**src/rtl/framer_pkg.sv**
```systemverilog
// Shared types and constants for the serial word framer.
// Holds the FSM state type, the default sync word and the overflow width.
package framer_pkg;

  typedef enum logic {
    HUNT,
    LOCKED
  } framer_state_t;

  localparam logic [7:0] SYNC_DEFAULT = 8'hA5;
  localparam int         OVF_W        = 8;

endpackage

```
**src/rtl/serial_word_framer_if.sv**
```systemverilog
// Bit-stream in / word-stream out bundle for the serial word framer.
// master: bit source + word consumer; slave: the framer.
//   bit_in, bit_valid, resync  : serial input side
//   word_out, word_valid,
//   word_ready                 : buffered word handshake
//   locked, overflow_cnt       : status
interface serial_word_framer_if
  import framer_pkg::*;
#(
  parameter int WIDTH = 8
);

  logic             bit_in;
  logic             bit_valid;
  logic             resync;
  logic [WIDTH-1:0] word_out;
  logic             word_valid;
  logic             word_ready;
  logic             locked;
  logic [OVF_W-1:0] overflow_cnt;

  modport master (
    output bit_in,
    output bit_valid,
    output resync,
    output word_ready,
    input  word_out,
    input  word_valid,
    input  locked,
    input  overflow_cnt
  );

  modport slave (
    input  bit_in,
    input  bit_valid,
    input  resync,
    input  word_ready,
    output word_out,
    output word_valid,
    output locked,
    output overflow_cnt
  );

endinterface

```
**src/rtl/word_fifo2.sv**
```systemverilog
// Two-entry word FIFO with a registered head (no input-to-output path).
// Ports: i_push/i_push_data/o_full push side; o_valid/i_ready/o_data pop side.
module word_fifo2 #(
  parameter int WIDTH = 8
) (
  input  logic             clk,
  input  logic             rst,
  input  logic             i_push,
  input  logic [WIDTH-1:0] i_push_data,
  output logic             o_full,
  output logic             o_valid,
  input  logic             i_ready,
  output logic [WIDTH-1:0] o_data
);

  logic [WIDTH-1:0] r_d0;
  logic [WIDTH-1:0] r_d1;
  logic [1:0]       r_cnt;
  logic             w_pop;
  logic             w_push;

  assign o_valid = (r_cnt != 2'd0);
  assign o_full  = (r_cnt == 2'd2);
  assign o_data  = r_d0;
  assign w_pop   = o_valid & i_ready;
  // A full buffer still takes a word when the head leaves this cycle.
  assign w_push  = i_push & (~o_full | w_pop);

  always_ff @(posedge clk) begin
    if (rst) begin
      r_d0  <= '0;
      r_d1  <= '0;
      r_cnt <= 2'd0;
    end else begin
      case ({w_push, w_pop})
        2'b10: begin
          if (r_cnt == 2'd0) r_d0 <= i_push_data;
          else               r_d1 <= i_push_data;
          r_cnt <= r_cnt + 2'd1;
        end
        2'b01: begin
          r_d0  <= r_d1;
          r_cnt <= r_cnt - 2'd1;
        end
        2'b11: begin
          if (r_cnt == 2'd1) begin
            r_d0 <= i_push_data;
          end else begin
            r_d0 <= r_d1;
            r_d1 <= i_push_data;
          end
        end
        default: ;
      endcase
    end
  end

endmodule

```
**src/rtl/serial_word_framer.sv**
```systemverilog
// Hunts for SYNC in a serial stream, then packs bits MSB-first into words.
// Ports: clk, rst (sync, active-high), bus (serial_word_framer_if.slave).
module serial_word_framer
  import framer_pkg::*;
#(
  parameter int               WIDTH = 8,
  parameter logic [WIDTH-1:0] SYNC  = WIDTH'(SYNC_DEFAULT)
) (
  input  logic                 clk,
  input  logic                 rst,
  serial_word_framer_if.slave  bus
);

  localparam int CW = $clog2(WIDTH + 1);

  framer_state_t    r_state;
  framer_state_t    w_state_nx;
  logic [WIDTH-1:0] r_hunt_sh;
  logic [CW-1:0]    r_hunt_cnt;
  logic [WIDTH-1:0] r_asm;
  logic [CW-1:0]    r_bit_cnt;
  logic [OVF_W-1:0] r_ovf;

  logic             w_take;
  logic [WIDTH-1:0] w_hunt_nx;
  logic [WIDTH-1:0] w_asm_nx;
  logic             w_match;
  logic             w_word_done;
  logic             w_full;
  logic             w_fifo_valid;
  logic             w_drop;

  // resync swallows any bit arriving in the same cycle.
  assign w_take    = bus.bit_valid & ~bus.resync;
  assign w_hunt_nx = {r_hunt_sh[WIDTH-2:0], bus.bit_in};
  assign w_asm_nx  = {r_asm[WIDTH-2:0], bus.bit_in};

  // Counter already holding WIDTH-1 means this bit completes a full window.
  assign w_match = w_take
                 & (r_state == HUNT)
                 & (w_hunt_nx == SYNC)
                 & (r_hunt_cnt >= CW'(WIDTH - 1));

  assign w_word_done = w_take
                     & (r_state == LOCKED)
                     & (r_bit_cnt == CW'(WIDTH - 1));

  always_ff @(posedge clk) begin
    if (rst) r_state <= HUNT;
    else     r_state <= w_state_nx;
  end

  always_comb begin
    w_state_nx = r_state;
    unique case (r_state)
      HUNT:    if (w_match) w_state_nx = LOCKED;
      LOCKED:  w_state_nx = LOCKED;
      default: w_state_nx = HUNT;
    endcase
    if (bus.resync) w_state_nx = HUNT;
  end

  always_ff @(posedge clk) begin
    if (rst || bus.resync) begin
      r_hunt_sh  <= '0;
      r_hunt_cnt <= '0;
      r_asm      <= '0;
      r_bit_cnt  <= '0;
    end else if (w_take) begin
      if (r_state == HUNT) begin
        r_hunt_sh <= w_hunt_nx;
        if (r_hunt_cnt != CW'(WIDTH))
          r_hunt_cnt <= r_hunt_cnt + CW'(1);
        if (w_match)
          r_bit_cnt <= '0;
      end else begin
        r_asm <= w_asm_nx;
        if (w_word_done) r_bit_cnt <= '0;
        else             r_bit_cnt <= r_bit_cnt + CW'(1);
      end
    end
  end

  word_fifo2 #(
    .WIDTH (WIDTH)
  ) u_fifo (
    .clk         (clk),
    .rst         (rst),
    .i_push      (w_word_done),
    .i_push_data (w_asm_nx),
    .o_full      (w_full),
    .o_valid     (w_fifo_valid),
    .i_ready     (bus.word_ready),
    .o_data      (bus.word_out)
  );

  assign w_drop = w_word_done & w_full & ~bus.word_ready;

  always_ff @(posedge clk) begin
    if (rst)
      r_ovf <= '0;
    else if (w_drop && (r_ovf != '1))
      r_ovf <= r_ovf + OVF_W'(1);
  end

  assign bus.word_valid   = w_fifo_valid;
  assign bus.locked       = (r_state == LOCKED);
  assign bus.overflow_cnt = r_ovf;

endmodule

```
**src/flat_wrapper.sv**
```systemverilog
// flat-port wrapper written by rule: the top's interface ports become plain ports
module serial_word_framer_flat import framer_pkg::*;
#(
  parameter int               WIDTH = 8,
  parameter logic [WIDTH-1:0] SYNC  = WIDTH'(SYNC_DEFAULT)
)
  (clk, rst, bus_bit_in, bus_bit_valid, bus_resync, bus_word_ready, bus_word_out, bus_word_valid, bus_locked, bus_overflow_cnt);
  serial_word_framer_if #(.WIDTH(WIDTH)) bus_i ();
  input  logic clk;
  input  logic rst;
  input wire logic [$bits(bus_i.bit_in)-1:0] bus_bit_in;
  input wire logic [$bits(bus_i.bit_valid)-1:0] bus_bit_valid;
  input wire logic [$bits(bus_i.resync)-1:0] bus_resync;
  input wire logic [$bits(bus_i.word_ready)-1:0] bus_word_ready;
  output wire logic [$bits(bus_i.word_out)-1:0] bus_word_out;
  output wire logic [$bits(bus_i.word_valid)-1:0] bus_word_valid;
  output wire logic [$bits(bus_i.locked)-1:0] bus_locked;
  output wire logic [$bits(bus_i.overflow_cnt)-1:0] bus_overflow_cnt;
  assign bus_i.bit_in = bus_bit_in;
  assign bus_i.bit_valid = bus_bit_valid;
  assign bus_i.resync = bus_resync;
  assign bus_i.word_ready = bus_word_ready;
  assign bus_word_out = bus_i.word_out;
  assign bus_word_valid = bus_i.word_valid;
  assign bus_locked = bus_i.locked;
  assign bus_overflow_cnt = bus_i.overflow_cnt;
  serial_word_framer #(.WIDTH(WIDTH), .SYNC(SYNC)) u_core (.clk(clk), .rst(rst), .bus(bus_i));
endmodule
```
**config.mk**
```make
export PLATFORM = sky130hd
export DESIGN_NAME = serial_word_framer_flat
export DESIGN_NICKNAME = d
export VERILOG_FILES = /design/src/rtl/framer_pkg.sv /design/src/rtl/serial_word_framer_if.sv /design/src/rtl/word_fifo2.sv /design/src/rtl/serial_word_framer.sv /design/src/flat_wrapper.sv
export SDC_FILE = /design/constraint.sdc
export NUM_CORES = 1
export LEC_CHECK = 0
export CAP_MARGIN = 30
export CORE_MARGIN = 2
export CORE_UTILIZATION = 35
export CTS_CLUSTER_DIAMETER = 120
export CTS_CLUSTER_SIZE = 40
export DETAILED_ROUTE_END_ITERATION = 6
export SYNTH_ARGS = -nofsm -noshare
export SYNTH_HDL_FRONTEND = slang
export SYNTH_SLANG_ARGS = --single-unit
```
**constraint.sdc**
```tcl
create_clock -name clk -period 2.5 [get_ports clk]
set_clock_uncertainty 0.05 [all_clocks]
set_input_delay 0.375 -clock clk [delete_from_list [all_inputs] [get_ports clk]]
set_output_delay 0.375 -clock clk [all_outputs]
set_load 0.03 [all_outputs]
```
==> results of run 1 <==
-- layer usage --
| layer | vias up | track usage | part of all wire |
|---|---|---|---|
| li1 | 957 | - | - |
| met1 | 866 | 0.176 | 0.49 |
| met2 | 44 | 0.208 | 0.45 |
| met3 | 5 | 0.0321 | 0.047 |
| met4 | 0 | 0.0519 | 0.014 |
| met5 | - | 0 | 0 |
-- stage by stage --
| step | utilization | instance area [um2] | setup slack [ps] | hold WS [ps] |
|---|---|---|---|---|
| final | 0.427 | 2710 | 248 | 425 |
| after global routing | 0.427 | 2710 | 173 | 454 |
| after CTS | 0.427 | 2710 | 232 | 420 |
| after detailed placement | 0.409 | 2600 | 251 | 405 |
| after global placement | 0.409 | 2600 | 282 | 406 |
| after floorplan | - | 2300 | 695 | 387 |
-- worst max-delay path by stage --
stage	slack (ps)	depth (start not counted)	startpoint	end
after floorplan	690	7	u_core.u_fifo.r_cnt[0]	u_core.u_fifo.o_data[2]
after global placement	280	5	bus_bit_valid	u_core.bus.overflow_cnt[4]
after detailed placement	250	5	bus_resync	u_core.bus.overflow_cnt[4]
after CTS	230	4	u_core.u_fifo.r_cnt[1]	bus_word_valid
after global routing	170	4	u_core.u_fifo.r_cnt[1]	bus_word_valid
final	250	4	u_core.u_fifo.r_cnt[1]	bus_word_valid
-- cells in the final DEF (no fill, tap or decap), types with 3 or more instances in the layout --
cell / n
sky130_fd_sc_hd__ha_1: 7
sky130_fd_sc_hd__mux2i_1: 16
sky130_fd_sc_hd__o21ai_0: 12
sky130_fd_sc_hd__buf_4: 5
sky130_fd_sc_hd__nand2b_1: 3
sky130_fd_sc_hd__dfxtp_1: 49
sky130_fd_sc_hd__clkbuf_8: 6
sky130_fd_sc_hd__nor4_1: 3
sky130_fd_sc_hd__a211oi_1: 9
sky130_fd_sc_hd__nor3_1: 7
sky130_fd_sc_hd__nor2b_1: 3
sky130_fd_sc_hd__and3b_1: 3
sky130_fd_sc_hd__nand3_1: 8
sky130_fd_sc_hd__o211ai_1: 3
sky130_fd_sc_hd__and4_1: 3
sky130_fd_sc_hd__nand3b_1: 3
sky130_fd_sc_hd__inv_1: 7
sky130_fd_sc_hd__a21oi_1: 26
sky130_fd_sc_hd__clkdlybuf4s50_1: 23
sky130_fd_sc_hd__nand2_1: 27
sky130_fd_sc_hd__nor2_1: 22
sky130_fd_sc_hd__nand4_1: 3
-- kinds of logic after synthesis --
kind of cell,after synthesis
multiplexers,17
AO/OA/AOI/OAI,61
flip-flops,49
AND/OR/NAND/NOR,98
buffers and inverters,21
adder cells (fa/ha/maj),7
XOR/XNOR,3
-- synthesized netlist by cell type, types with 7 or more instances --
master,n,area share
sky130_fd_sc_hd__dfxtp_1,49,0.43
sky130_fd_sc_hd__nand2_1,27,0.044
sky130_fd_sc_hd__a21oi_1,26,0.057
sky130_fd_sc_hd__nor2_1,22,0.036
sky130_fd_sc_hd__mux2i_1,16,0.070
sky130_fd_sc_hd__o21ai_0,12,0.026
sky130_fd_sc_hd__clkbuf_1,10,0.016
sky130_fd_sc_hd__a211oi_1,9,0.029
sky130_fd_sc_hd__nand3_1,8,0.017
sky130_fd_sc_hd__ha_1,7,0.038
sky130_fd_sc_hd__inv_1,7,0.011
sky130_fd_sc_hd__nor3_1,7,0.015
-- state kept, by name, summed over array words and instances, names as in the netlist --
| register | cells |
|---|---|
| u_core.r_bit_cnt | 4 |
| u_core.u_fifo.o_data | 8 |
| u_core.r_asm | 7 |
| u_core.bus.locked | 1 |
| u_core.bus.overflow_cnt | 8 |
| u_core.u_fifo.r_d1 | 8 |
| u_core.r_hunt_cnt | 4 |
| u_core.u_fifo.r_cnt | 2 |
| u_core.r_hunt_sh | 7 |
-- power groups by stage --
stage	Sequential (uW)	Clock, uW	Combinational, uW
after floorplan	937	0	292
after global placement	875	0	485
after detailed placement	876	0	488
after CTS	857	607	490
after global routing	864	639	527
final	857	586	486
-- cell type report --
type                            instances  area (um2)
Clock buffer                            7        86.3
Clock inverter                          1        30.0
Fill cell                             641        3640
Inverter                                7        26.3
Multi-Input combinational cell        186        1220
Sequential cell                        49         981
Tap cell                               77        96.3
Timing Repair Buffer                   28         268
-- critical path, cell delays in order (launching register included) --
cell                              delay, ps
sky130_fd_sc_hd__dfxtp_1                400
sky130_fd_sc_hd__inv_1                   80
sky130_fd_sc_hd__ha_1                   220
sky130_fd_sc_hd__inv_1                  140
sky130_fd_sc_hd__clkdlybuf4s50_1        690
==> results.yml, run 1 <==
yosys:
  mappedNetlistArea_um2: 2300
  synth.distinct_cells: 45
  synth_top_flop_cell: "sky130_fd_sc_hd__dfxtp_1"
  post_synthesis_share_of_cell_area_spent_on_full_adders_half_adders_and_majority_gates: 0.0381
  synth-xor-area-share: 0.0114
  synthesis.area_per_instance_um2: 8.98
  synth_cells: 256
  synth_seq_cells: 49
  share_of_the_yosys_chip_area_belonging_to_registers: 0.427
  yosys.area_share.simple: 0.240
  postSynthNetCount: 269
  largest_family_of_logic_cells_by_synthesized_area: "simple AND/OR/NAND/NOR gates"
  yosysWarningCount: 0
  muxShareOfSynthArea: 0.0746
  postSynth.asyncResetShare: 0
  fraction_of_the_mapped_netlist_area_in_compound_gates: 0.169
  number_of_enable_flip_flop_cells_after_synthesis: 0
route:
  post_dr_wirelength_cell_um: 12.7
  wirelength_um: 4510
  post_route_drc_violation_count: 0
  post_drt_via_cell_ratio: 5.27
  initialDrtViolationCount: 109
  dr.pass1.iters: 4
  ant_nets: 0
  detailroute.via_count: 1872
sta:
  slew_violations: 0
  max_clock_freq_ghz: 0.444
  setup_viol: 0
  rsz0062_at_grt: "false"
  fin_tns_setup_ps: 0
  min_period_ps: 2250
  max-slew-margin-rel: 0.646
  tightestPinTransition_ps: 530
  finalHoldViolCount: 0
  post-route-period-util: 0.901
power_and_ir_drop:
  power.density_cell_area_nw_per_um2: 711
  pwr-share-clk: 0.304
  power.sequential.fraction: 0.444
  report.power.total_uw: 1930
  netSwitchingFraction: 0.298
  leakagePower_uw: 0.000997
  ir_drop_mv: 0.450
  p_int_uw: 1350
  power.switching_uw: 575
  pwr-share-comb: 0.252
clock_tree:
  tritoncts_clock_tree: "done"
  tritoncts.num_buffers: 5
  root_buffer: "sky130_fd_sc_hd__clkbuf_8"
  cts_repair_resize_count: 0
  post_cts.repair.setup_buffers: 0
  cts.reportedPaths.clkPinSlew_ps: 90
  holdBufCountCts: 0
  ctsHtreeMaxLevel: 2
  cts_num_sinks: 49
  cts_buffer_depth: 2
  insertion_delay_ps: 300
placement:
  gp_routability_congestion: 0.805
  io_buffers: 23
  place.detailed.instances: 347
  detailed_place_hpwl_um: 3110
critical_path:
  regToRegStartpoint: "u_core.bus.locked"
  critPathArrivalTime_ps: 1830
  worstSetupStartpointType: "flop"
  critPathMaxFanout: 5
  timing.reg2reg.worst_path_depth: 4
  setup.reg_to_reg.worst_slack_ps: 510
  worst_ep_required_time_ps: 2080
  timing.critical_path.to_type: "primary output"
  timing.rr.end: "u_core.bus.overflow_cnt[4]"
  crit_type: "reg -> out"
grt:
  overflow: 0
  wire_length_of_the_first_global_routing_pass_um: 7730
  first_global_vias: 1658
  globalRouteTotalUtil: 0.133
  antenna_violations_before_repair: 0
  grt_max_degree: 28
floorplan:
  rows: 29
  initial_utilization: 0.362
  io_pins: 24
  design.die.area_um2: 7230
  chipHeight_um: 85.0
  core_area_um2: 6350
  horizontal_extent_of_the_die_um: 85.0
layout:
  synthToLayoutAreaGrowth_pct: 18.0
  stdcell_count: 355
  fin_nets: 290
  diodes: 0
  post_route_cells_drive_above_1_share: 0.0755
hold_path:
  whs_path_depth: 2
  min-delay-path-class: "reg -> reg"
  hold_end: "u_core.r_hunt_sh[2]"
  holdCritStartpoint: "u_core.r_hunt_sh[1]"
flow_run:
  cap_violations: 0
run_status:
  status: "complete, no violations"
Note: power is estimated with default switching activity, not from simulation.
==> inputs of run 2 (changes only) <==
Settings changed: CTS_CLUSTER_SIZE 40 to 8, SYNTH_HIERARCHICAL set to 1.
==> results.yml, run 2 <==
route:
  dr.pass1.iters: 4
  post_dr_wirelength_cell_um: 12.6
  ant_nets: 0
  highest_layer: "met4"
  wirelength_um: 4520
  post_drt_via_cell_ratio: 5.18
  post_route_drc_violation_count: 0
  detailroute.via_count: 1855
  m1WireLength_um: 2230
  initialDrtViolationCount: 97
  routed-wl-met3_um: 148
  met2_wirelength_um: 2110
clock_tree:
  tritoncts.num_buffers: 5
  ctsHtreeMaxLevel: 2
  tritoncts_clock_tree: "done"
  cts.reportedPaths.clkPinSlew_ps: 100
  root_buffer: "sky130_fd_sc_hd__clkbuf_8"
  insertion_delay_ps: 290
  cts_num_sinks: 49
  post_cts.repair.setup_buffers: 0
  holdBufCountCts: 0
  cts_repair_resize_count: 0
  cts_buffer_depth: 2
power_and_ir_drop:
  pwr-share-clk: 0.353
  p_int_uw: 1190
  power.density_cell_area_nw_per_um2: 608
  power.switching_uw: 415
  netSwitchingFraction: 0.258
  pwr-share-comb: 0.141
  power.sequential.fraction: 0.506
  leakagePower_uw: 0.000935
  ir_drop_mv: 0.334
floorplan:
  initial_utilization: 0.357
  design.die.area_um2: 7020
  rows: 29
  horizontal_extent_of_the_die_um: 83.8
  io_pins: 24
  chipHeight_um: 83.8
  core_area_um2: 6240
sta:
  finalHoldViolCount: 0
  fin_tns_setup_ps: 0
  slew_violations: 0
  min_period_ps: 2200
  max-slew-margin-rel: 0.629
  tightestPinTransition_ps: 555
  setup_viol: 0
  max_clock_freq_ghz: 0.455
  post-route-period-util: 0.878
  rsz0062_at_grt: "false"
hold_path:
  hold_end: "u_core/r_hunt_sh[2]"
  whs_path_depth: 2
  min-delay-path-class: "reg -> reg"
  holdCritStartpoint: "u_core/r_hunt_sh[1]"
yosys:
  most_common_cell_in_the_synthesized_netlist: "sky130_fd_sc_hd__dfxtp_1"
  yosysWarningCount: 6
  mappedNetlistArea_um2: 2230
  synth_seq_cells: 49
  yosys.area.top_type: "sky130_fd_sc_hd__dfxtp_1"
  postSynthNetCount: 268
  synthesis.area_per_instance_um2: 8.74
  synth_top_flop_cell: "sky130_fd_sc_hd__dfxtp_1"
  number_of_enable_flip_flop_cells_after_synthesis: 0
  synth_cells: 255
  yosys.area.top_type_share: 0.440
  postSynth.asyncResetShare: 0
  netlist_top_cells_area: "sky130_fd_sc_hd__dfxtp_1 44%, sky130_fd_sc_hd__nand2_1 6.1%, sky130_fd_sc_hd__mux2i_1 5.8%"
  share_of_the_yosys_chip_area_belonging_to_registers: 0.440
  synth.top_cells.by_count: "49 x sky130_fd_sc_hd__dfxtp_1, 36 x sky130_fd_sc_hd__nand2_1, 26 x sky130_fd_sc_hd__nor2_1"
  synth.distinct_cells: 44
critical_path:
  timing.rr.end: "u_core/u_fifo/o_data[6]"
  critPathArrivalTime_ps: 1770
  critPathMaxFanout: 3
  worst_ep_required_time_ps: 2080
  timing.reg2reg.worst_path_depth: 7
  crit_type: "reg -> out"
  setup.reg_to_reg.worst_slack_ps: 320
  worstSetupStartpointType: "flop"
  regToRegStartpoint: "u_core/r_bit_cnt[0]"
  timing.critical_path.to_type: "primary output"
layout:
  stdcell_count: 358
  fin_nets: 293
  postLayoutCoreUtil: 0.424
  post_route_cells_drive_above_1_share: 0.0925
  synthToLayoutAreaGrowth_pct: 18.7
  diodes: 0
  commonest_cells_after_routing_fill_and_taps_aside: "49 x sky130_fd_sc_hd__dfxtp_1, 36 x sky130_fd_sc_hd__nand2_1, 26 x sky130_fd_sc_hd__nor2_1"
  final_common_cell: "sky130_fd_sc_hd__dfxtp_1"
placement:
  io_buffers: 23
  detailed_place_hpwl_um: 3130
  gp_routability_congestion: 0.772
  place.detailed.instances: 350
grt:
  first_global_vias: 1784
  globalRouteTotalUtil: 0.135
  grt_max_degree: 27
  wire_length_of_the_first_global_routing_pass_um: 7920
  overflow: 0
  antenna_violations_before_repair: 0
flow_run:
  cap_violations: 0
run_status:
  status: "complete, no violations"
==> run 2: stage by stage <==
step | power (uW) | worst slack, ps | hold WS (ps) | instance area, um2
2_1_floorplan | 993 | 472 | 387 | 2230
3_3_place_gp | 1060 | 277 | 398 | 2530
3_5_place_dp | 1060 | 194 | 409 | 2530
4_1_cts | 1630 | 278 | 425 | 2650
5_1_grt | 1680 | 79.8 | 435 | 2650
6_report | 1610 | 304 | 418 | 2650
==> run 2: critical path, stage by stage (launching register included) <==
cell and delay (ps):
sky130_fd_sc_hd__dfxtp_1 350, sky130_fd_sc_hd__inv_1 80, sky130_fd_sc_hd__ha_1 250, sky130_fd_sc_hd__inv_1 110
sky130_fd_sc_hd__clkdlybuf4s50_1 680
==> run 2: layout make-up <==
class                           instances  area (um2)
Fill cell                             648        3600
Clock inverter                          3        43.8
Timing Repair Buffer                   30         283
Inverter                                8        30.0
Clock buffer                            5        68.8
Sequential cell                        49         981
Multi-Input combinational cell        186        1140
Tap cell                               77        96.3
==> run 2: how the worst max path moves through the flow <==
stage                           startpoint                      end  depth (start not counted)
floorplan                u_core/bus.locked  u_core/u_fifo/o_data[2]                          7
global placement                bus_resync  u_core/u_fifo/o_data[4]                          7
detailed placement              bus_resync  u_core/u_fifo/o_data[6]                          7
CTS                 u_core/u_fifo/r_cnt[0]           bus_word_valid                          4
global route           u_core/r_bit_cnt[0]  u_core/u_fifo/o_data[6]                          7
finish              u_core/u_fifo/r_cnt[0]           bus_word_valid                          4
==> run 2: logic make-up (layout without fill, tap and decap cells) <==
group / count (synthesis) / after routing / share of synthesized area
xor gates and xnor gates: 5 / 5 / 0.0197
and+or+nand+nor: 102 / 102 / 0.226
buffers and inverters: 20 / 46 / 0.0472
AOI/OAI and AO/OA: 59 / 59 / 0.170
adders and majority gates: 7 / 7 / 0.0393
DFF: 49 / 49 / 0.440
muxes: 13 / 13 / 0.0584
==> run 2: power groups by stage <==
stage	combinational, uW	clock (uW)	sequential [uW]
floorplan	130	0	863
global placement	225	0	833
detailed placement	227	0	833
CTS	228	587	815
global route	247	616	817
finish	227	568	814
==> run 2: layer usage <==
metal / vias up / global-route usage
met5: - / 0
met3: 2 / 0.0267
li1: 945 / -
met1: 871 / 0.179
met2: 37 / 0.221
met4: 0 / 0.0396
==> inputs of run 3 (changes only) <==
Clock period 2.5 ns to 1.8 ns, I/O delays scaled along.
==> results.yml, run 3 (synthesis results as in run 2) <==
hold_path:
  min-delay-path-class: "reg -> reg"
critical_path:
  worstPathCellList: "ha_4 > and4b_1 > nor2b_4 > and2b_2 > a21o_4 > nor2_2 > a311oi_2"
  crit_path_top_delay_cell: "sky130_fd_sc_hd__dfxtp_2"
  crit_type: "reg -> reg"
  timing.critical_path.to_type: "flop"
  critPathMaxFanout: 8
  critPathArrivalTime_ps: 1940
  worst_ep_required_time_ps: 1980
  crit_path_max_incr_delay_ps: 370
  cpLargestDelayFamily: "simple AND/OR/NAND/NOR gates"
  worstSetupStartpointType: "flop"
  cp.buffers_inverters: 0
clock_tree:
  root_buffer: "sky130_fd_sc_hd__clkbuf_8"
  tritoncts_clock_tree: "done"
  insertion_delay_ps: 300
  cts_num_sinks: 49
  holdBufCountCts: 0
  ctsHtreeMaxLevel: 2
  tritoncts.num_buffers: 5
  cts_buffer_depth: 2
  cts.reportedPaths.clkPinSlew_ps: 100
sta:
  finalHoldViolCount: 0
  setup_viol: 0
  tightestPinTransition_ps: 464
  finalHoldWorstSlack_ps: 421
  post-route-period-util: 0.982
  min_period_ps: 1770
  rsz0062_at_grt: "true"
  max_clock_freq_ghz: 0.566
  max-slew-margin-rel: 0.691
  slew_violations: 0
power_and_ir_drop:
  power.density_cell_area_nw_per_um2: 782
  ir_drop_mv: 0.479
  leakagePower_uw: 0.00111
  report.power.total_uw: 2300
layout:
  synthToLayoutAreaGrowth_pct: 32.1
  diodes: 0
  post_route_cells_drive_above_1_share: 0.226
  postLayoutCoreUtil: 0.472
  postLayoutCellArea_um2: 2940
  fin_nets: 317
  commonest_cells_after_routing_fill_and_taps_aside: "44 x sky130_fd_sc_hd__dfxtp_1, 35 x sky130_fd_sc_hd__nand2_1, 27 x sky130_fd_sc_hd__buf_4"
  final_common_cell: "sky130_fd_sc_hd__dfxtp_1"
floorplan:
  initial_utilization: 0.357
  chipHeight_um: 83.8
  design.die.area_um2: 7020
  rows: 29
  horizontal_extent_of_the_die_um: 83.8
  core_area_um2: 6240
  io_pins: 24
grt:
  grt_max_degree: 27
  first_global_vias: 1732
  wire_length_of_the_first_global_routing_pass_um: 8080
  globalRouteTotalUtil: 0.138
  overflow: 0
  antenna_violations_before_repair: 0
flow_run:
  cap_violations: 0
route:
  post_dr_wirelength_cell_um: 12.5
  dr.pass1.iters: 5
  wirelength_um: 4770
  post_drt_via_cell_ratio: 5.03
  initialDrtViolationCount: 59
  detailroute.via_count: 1922
  post_route_drc_violation_count: 0
  ant_nets: 0
run_status:
  status: "complete, no violations"
placement:
  io_buffers: 23
  detailed_place_hpwl_um: 3270
  gp_routability_congestion: 0.778
  dpl-instance-area_um2: 2700
[run 3: cell types whose count changed in the layout (fill, tap and decap cells not counted), moves of 2 or more]
| cell | change |
|---|---|
| sky130_fd_sc_hd__a21oi_1 | -2 |
| sky130_fd_sc_hd__a21oi_2 | +2 |
| sky130_fd_sc_hd__a311oi_1 | -2 |
| sky130_fd_sc_hd__a311oi_2 | +2 |
| sky130_fd_sc_hd__buf_12 | +2 |
| sky130_fd_sc_hd__buf_4 | +20 |
| sky130_fd_sc_hd__clkdlybuf4s50_1 | -4 |
| sky130_fd_sc_hd__dfxtp_1 | -5 |
| sky130_fd_sc_hd__dfxtp_2 | +5 |
| sky130_fd_sc_hd__dlygate4sd2_1 | +2 |
| sky130_fd_sc_hd__dlymetal6s2s_1 | +2 |
| sky130_fd_sc_hd__nor2_1 | -4 |
| sky130_fd_sc_hd__nor2_2 | +4 |
[run 3: layout make-up]
class	instances	area, um2
inverters	8	30.0
clock buffers	5	68.8
fillers	617	3300
repair buffers	53	487
multi-input cells	187	1230
well taps	77	96.3
clock inverters	3	46.3
flip-flops and latches	49	987
[run 3: worst paths after layout]
check	start	to	slack [ps]	depth (start not counted)
min	u_core/r_hunt_sh[5]	u_core/r_hunt_sh[6]	420	2
min reg2reg	u_core/r_hunt_sh[5]	u_core/r_hunt_sh[6]	420	2
max reg2reg	u_core/r_bit_cnt[0]	u_core/u_fifo/o_data[3]	30	7
max	u_core/r_bit_cnt[0]	u_core/u_fifo/o_data[3]	30	7
[run 3: repair_timing]
action | CTS | global route
resized for setup | 7 | 19
setup endpoints to repair | 11 | 18
gates cloned | 1 | 0
buffers inserted | 2 | 4
pin swaps | 4 | 8
[run 3: per-stage QoR]
step                worst slack, ps  setup TNS [ps]  cells
CTS                            8.81               0    378
floorplan                      8.84               0    255
global placement              -99.7           -1220    368
global route                  -27.2            -125    382
detailed placement             -182           -2070    368
finish                         33.3               0    382
[run 3: tightest hold or removal path, cell delays in order (launching register included)]
cell and delay, ps:
sky130_fd_sc_hd__dfxtp_1 330, sky130_fd_sc_hd__nand2_1 50, sky130_fd_sc_hd__a21oi_1 50
[run 3: layer usage]
layer  vias to the layer above  GRT usage  wire length (um)
met5                         -          0                 0
met4                         0     0.0396                29
met3                         2     0.0267               128
met2                        27      0.231              2290
met1                       897      0.181              2320
li1                        996          -                 -
[run 3: where the power goes]
part | switching (uW) | internal, uW
clock | 376 | 416
combinational | 207 | 169
sequential | 19.6 | 1110
total | 603 | 1700
